<file path="src/rtl/adpll_pkg.sv">
// Shared ADPLL definitions: default phase-word geometry and phase detector FSM encoding.
package adpll_pkg;

  localparam int INT_W_DEF  = 8;
  localparam int FRAC_W_DEF = 6;
  localparam int PHASE_W    = INT_W_DEF + FRAC_W_DEF;

  typedef enum logic [1:0] {
    IDLE   = 2'd0,
    TRACK  = 2'd1,
    LOCKED = 2'd2
  } pe_state_e;

endpackage

</file>
<file path="src/rtl/lock_detect.sv">
// Lock qualifier: counts consecutive valid phase errors inside +/-LOCK_TH and
// registers LOCK once LOCK_N of them have been seen in a row.
module lock_detect #(
  parameter int W       = 14,
  parameter int LOCK_TH = 8,
  parameter int LOCK_N  = 16
) (
  input  logic         CK,
  input  logic         RB,
  input  logic         CLR,
  input  logic         VLD,
  input  logic [W-1:0] PHE,
  output logic         lock_nxt,
  output logic         LOCK
);

  localparam int             CNT_W   = $clog2(LOCK_N) + 1;
  localparam logic [CNT_W-1:0] CNT_MAX = CNT_W'(LOCK_N);
  localparam logic [W-1:0]   TH      = W'(LOCK_TH);
  localparam logic [W-1:0]   MOST_NEG = {1'b1, {(W-1){1'b0}}};

  logic [CNT_W-1:0] cnt;
  logic [CNT_W-1:0] cnt_nxt;
  logic [W-1:0]     mag;
  logic             in_lock;

  // The most negative code has no positive magnitude, so it is excluded outright.
  always_comb begin
    mag      = PHE[W-1] ? -PHE : PHE;
    in_lock  = (PHE != MOST_NEG) && (mag <= TH);
    cnt_nxt  = cnt;
    if (CLR) begin
      cnt_nxt = '0;
    end else if (VLD) begin
      if (!in_lock)
        cnt_nxt = '0;
      else if (cnt != CNT_MAX)
        cnt_nxt = cnt + CNT_W'(1);
    end
    lock_nxt = (cnt_nxt == CNT_MAX);
  end

  always_ff @(posedge CK or negedge RB) begin
    if (!RB) begin
      cnt  <= '0;
      LOCK <= 1'b0;
    end else begin
      cnt  <= cnt_nxt;
      LOCK <= lock_nxt;
    end
  end

endmodule

</file>
<file path="src/rtl/phase_err_calc.sv">
// Reference-domain phase detector: accumulates FCW, compares against the sampled
// variable phase and emits a wrap-safe signed phase error plus a lock flag.
module phase_err_calc
  import adpll_pkg::*;
#(
  parameter int INT_W   = INT_W_DEF,
  parameter int FRAC_W  = FRAC_W_DEF,
  parameter int LOCK_TH = 8,
  parameter int LOCK_N  = 16
) (
  input  logic                    CK,
  input  logic                    RB,
  input  logic                    EB,
  input  logic                    CLR,
  input  logic [INT_W+FRAC_W-1:0] FCW,
  input  logic [INT_W-1:0]        CNT_V,
  input  logic [FRAC_W-1:0]       TDC_F,
  output logic [INT_W+FRAC_W-1:0] PHE,
  output logic                    VLD,
  output logic                    LOCK
);

  localparam int W = INT_W + FRAC_W;

  pe_state_e    state;
  logic [W-1:0] v_in;
  logic [W-1:0] v_s1;
  logic [W-1:0] r_acc;
  logic         s1_vld;
  logic         lock_nxt;

  assign v_in = {CNT_V, {FRAC_W{1'b0}}} - {{INT_W{1'b0}}, TDC_F};

  // Stage 1 captures V and advances R; stage 2 forms R - V one edge later.
  // TRACK/LOCKED follow the lock decision so LOCK is high only in LOCKED.
  always_ff @(posedge CK or negedge RB) begin
    if (!RB) begin
      state  <= IDLE;
      r_acc  <= '0;
      v_s1   <= '0;
      s1_vld <= 1'b0;
      PHE    <= '0;
      VLD    <= 1'b0;
    end else if (CLR) begin
      state  <= IDLE;
      r_acc  <= '0;
      s1_vld <= 1'b0;
      VLD    <= 1'b0;
    end else begin
      VLD <= s1_vld;
      if (s1_vld)
        PHE <= r_acc - v_s1;
      s1_vld <= !EB;
      if (!EB) begin
        v_s1 <= v_in;
        if (state == IDLE)
          r_acc <= v_in;
        else
          r_acc <= r_acc + FCW;
      end
      case (state)
        IDLE:          if (!EB) state <= TRACK;
        TRACK, LOCKED: state <= lock_nxt ? LOCKED : TRACK;
        default:       state <= IDLE;
      endcase
    end
  end

  lock_detect #(
    .W       (W),
    .LOCK_TH (LOCK_TH),
    .LOCK_N  (LOCK_N)
  ) u_lock_detect (
    .CK       (CK),
    .RB       (RB),
    .CLR      (CLR),
    .VLD      (VLD),
    .PHE      (PHE),
    .lock_nxt (lock_nxt),
    .LOCK     (LOCK)
  );

endmodule

</file>
<file path="config.mk">
export PLATFORM = sky130hd
export DESIGN_NAME = phase_err_calc
export DESIGN_NICKNAME = d
export VERILOG_FILES = /design/src/rtl/adpll_pkg.sv /design/src/rtl/lock_detect.sv /design/src/rtl/phase_err_calc.sv
export SDC_FILE = /design/constraint.sdc
export NUM_CORES = 1
export LEC_CHECK = 0
export BUFFER_PORTS_ARGS = -buffer_cell sky130_fd_sc_hd__buf_4
export CAP_MARGIN = 5
export CORE_UTILIZATION = 25
export CTS_CLUSTER_SIZE = 30
export DETAILED_ROUTE_END_ITERATION = 7
export SYNTH_ARGS = -nofsm -noshare
export SYNTH_HDL_FRONTEND = slang
export SYNTH_SLANG_ARGS = --single-unit
</file>
<file path="constraint.sdc">
create_clock -name CK -period 5.85 [get_ports CK]
set_input_delay 0.585 -clock CK [delete_from_list [all_inputs] [get_ports CK]]
set_output_delay 0.585 -clock CK [all_outputs]
set_load 0.05 [all_outputs]
</file>
==> impl.org <==
** Detailed routing
- After detailed routing, the average wire length per cell comes to 15.25 µm.
- Sum of routed wire length over all layers :: roughly 10,000 µm
- After detailed routing, the number of remaining DRC violations is 8.
- Total number of vias :: 3,347
- In this run the remaining antenna-violating nets after routing total 0.
- In the routed layout, each cell is associated on average with a via count of 5.102.
- First drt pass iteration count :: 6
- For this block, the initial DRC count from the detailed router was 118.

** Clock network
- The H-tree generated during clock tree synthesis spans 2 levels.
- Latest clock arrival within the worst-skew pair :: slightly below 300 ps
- Clock tree from TritonCTS :: built
- Gates resized during post-CTS repair numbered 0.
- Library cell used as clock root buffer :: clkbuf_16
- Number of buffers created by CTS :: 5
- Clock edge transition at the registers on the reported setup and hold paths :: 70 ps
- Hold-fix buffers, CTS :: 0
- Number of buffers on the longest clock path :: 2
- After clock tree synthesis, the setup repair step added 0 buffers.
- Clock tree synthesis found a total of 52 sinks.

** STA
- The hold violation total from the final report was 0.
- Setup violators final :: 0
- Final period util :: 46.79%
- Between clock sinks in the finished design, the worst skew comes to 7.590 ps.
- Slew Limit Headroom :: a little over two fifths
- Setup slack closes at 3113 ps.
- After routing, the total negative slack on setup checks comes to 0 ps.
- Subtracting the final worst setup slack from the clock period gives roughly 2700 ps.
- Slew at the pin closest to its max-slew limit :: 846.5 ps
- Timing would allow up to between 300 and 400 MHz.
- The number of slew-limit violations in the final report came to 0.
- Setup repair after global routing left no endpoint under its margin.

** Worst setup path
- The signal on the critical path passes through buf_4 > inv_1 > nand2_1 > clkinv_1 > nand4_1 > o311ai_0 > or3b_1.
- Startpoint of the worst register-to-register path :: r_acc[0]
- In this run the critical register-to-register path is captured at r_acc[12].
- Together, buffers and inverters on the worst path number 3.
- Startpoint type of the worst setup path :: primary input
- Capturing element type of the critical path :: flip-flop
- The critical path is of the primary input to flip-flop type.
- Data arrives at the worst endpoint at 2910 ps.
- For the worst flop-to-flop path, the logic depth is 8.
- For the worst setup path, the data required time is 6020 ps.
- Among all stages on the critical path, the largest delay is contributed by nand2_1.
- The kind of cell with the highest combined delay along the critical path is simple AND/OR/NAND/NOR gates.
- Worst stage delay on the critical path :: 710 ps
- Max Fanout on Critical Path :: 29
- Across all register-to-register paths, the minimum setup slack is roughly 3400 ps.

** Global routing
- The via count of the first global-routing pass was 3,322.
- Global routing used 13.18% of the available tracks.
- Largest net degree at the start of global routing :: 53
- The first global-routing pass estimated 16,810 µm of wire.
- Initial antenna violation count :: 0
- GR Overflow Total :: 0

** Placed design
- Total cell area at the placement stage :: 4318 µm²
- Number of placed cells counting well taps :: 648
- Port Buffers :: 47
- Total half-perimeter wirelength after legalization and detailed placement :: ~7800 µm
- Routability-driven placement finished with a final weighted congestion of 0.8367.
- At the placement stage, the worst setup path has a slack of 2815 ps.

** Floorplan
- In this run the count of I/O pins placed on the die edge is 48.
- Count of standard-cell rows :: 44
- Overall die area :: 15,630 µm²
- Core area :: between 10,000 and 15,000 µm²
- Die outline height :: 125.0 µm
- Initial core utilization :: about a quarter
- Die X-Extent :: 125.0 µm

** Synth
- After synthesis, flip-flops and latches occupy 34.39% of the total area.
- EDFF count, synth :: 0
- Counting every net in the synthesized netlist gives around 500.
- Number of unique standard cell types used by synthesis :: 62
- In the synthesized netlist the dominant register cell turns out to be dfrtp_1.
- Synthesized area per cell :: 8.799 µm²
- In this run, synthesis produced a sequential element count of 52.
- Summing every instance area after synthesis gives 3784 µm².
- After technology mapping, the gate count stands at 430.
- During synthesis, Yosys emitted a total of 0 warnings.
- Share of flip-flops with an asynchronous set or reset :: 100.0%

** Pwr
- Max IR drop VDD :: 0.0001155 V
- Power density over cell area :: 304.4 nW/µm²
- The design draws 1.365 mW.
- Summed over all cells, the static leakage comes to 2.013 nW.

** Finish
- Of the cells placed in the final design, the portion with a size suffix greater than 1 is 15.04%.
- Ant. Diodes :: 0
- Final cell area excluding filler cells :: 4486 µm²
- The finished layout holds 656 standard cells, fillers aside.
- Compared with the post-synthesis result, the final layout area differs by 18.55%.
- After filler insertion, the fill cell instance count of the layout stands at 1,584.
- Net count of the finished layout :: approximately 540

** Status
- The run finished, with violations left.
- The checks that failed: design-rule violations.

** Min path
- The tightest min-delay check is of the primary input to asynchronous set/reset pin type.

** Flow run
- Max-cap violations in this run came to 0.
[metrics by stage]
stage	utilization (%)	hold WS, ps
floorplan	-	289.4
global placement	29.49	464.4
detailed placement	29.49	471.2
CTS	30.63	364.5
global route	30.63	397.0
finish	30.63	330.2
[synthesized netlist by cell type (3+ instances only)]
cell	instances	area (µm²)
dfrtp_1	52	1301
nand2_1	45	168.9
o21ai_0	36	180.2
ha_1	31	387.9
inv_1	30	112.6
nor2_1	21	78.83
nor3_1	19	95.09
a21oi_1	16	80.08
xnor2_1	15	131.4
xor2_1	15	131.4
a211oi_1	12	90.09
nand3_1	12	60.06
clkbuf_1	11	41.29
o21a_1	10	75.07
o31ai_1	8	60.06
a21o_1	7	52.55
a211o_1	4	35.03
a31oi_1	4	25.02
nand4_1	4	25.02
nor2b_1	4	25.02
o31a_1	4	35.03
or3_1	4	25.02
a221oi_1	3	26.28
and3_1	3	18.77
nand2b_1	3	18.77
nor3_2	3	30.03
o211ai_1	3	22.52
o221a_2	3	33.78
o221ai_1	3	26.28
o22ai_1	3	18.77
or4_1	3	22.52
[state kept, by name, indices dropped and copies added (netlist names)]
register and count:
PHE 14, state 2, u_lock_detect.cnt 5, r_acc 14, v_s1 14, VLD 1, s1_vld 1, u_lock_detect.LOCK 1
[how the worst max path moves through the flow]
stage | startpoint | endpoint | slack, ps | cells past startpoint
final | CLR | PHE[11] | 3110 | 7
after global routing | CLR | PHE[11] | 2870 | 7
after CTS | CLR | PHE[11] | 3120 | 7
after detailed placement | CLR | PHE[11] | 2820 | 7
after global placement | CLR | PHE[11] | 2880 | 7
after floorplan | FCW[0] | r_acc[12] | 3410 | 8
[final cells by class]
class	count	area (µm²)	area share, %
Clock buffer	5	125.1	2.789
Inverter	32	120.1	2.678
Clock inverter	3	42.54	0.9484
Sequential cell	52	1301	29.01
Tap cell	184	230.2	5.133
Multi-Input combinational cell	333	2313	51.58
Timing Repair Buffer	47	352.8	7.866
[per-layer routing]
metal	vias to the layer above	global-route usage [%]	share of wire, %
li1	1653	-	-
met3	16	1.583	4.3
met5	-	0	0
met2	93	21.92	45
met1	1585	18.06	49
met4	0	3.443	1.6
[logic make-up after synthesis]
group                      Yosys count  share of synthesized area, %
DFF                                 52                         34.39
adders and majority gates           33                         11.31
xor gates and xnor gates            30                         6.945
buffers and inverters               45                         4.464
and+or+nand+nor                    138                         18.92
AOI/OAI and AO/OA                  131                         23.71
muxes                                1                        0.2646
[power breakdown]
part / internal (mW) / switching, mW
Combinational: 0.205 / 0.347
Sequential: 0.416 / 0.0618
Clock: 0.201 / 0.133
Total: 0.823 / 0.542
[cell usage in the layout, fill, tap and decap left out, types with 3 or more instances in the layout]
cell type,count
dfrtp_1,52
buf_4,47
nand2_1,45
o21ai_0,36
ha_1,31
inv_1,30
nor2_1,21
nor3_1,19
a21oi_1,16
xor2_1,15
xnor2_1,15
nand3_1,12
a211oi_1,12
o21a_1,10
o31ai_1,8
a21o_1,7
clkbuf_16,5
nand4_1,4
a31oi_1,4
nor2b_1,4
o31a_1,4
or3_1,4
a211o_1,4
or4_1,3
o211ai_1,3
nor3_2,3
o221a_2,3
nand2b_1,3
and3_1,3
a221oi_1,3
o221ai_1,3
o22ai_1,3
No activity file was read; power rests on OpenSTA's default activity.
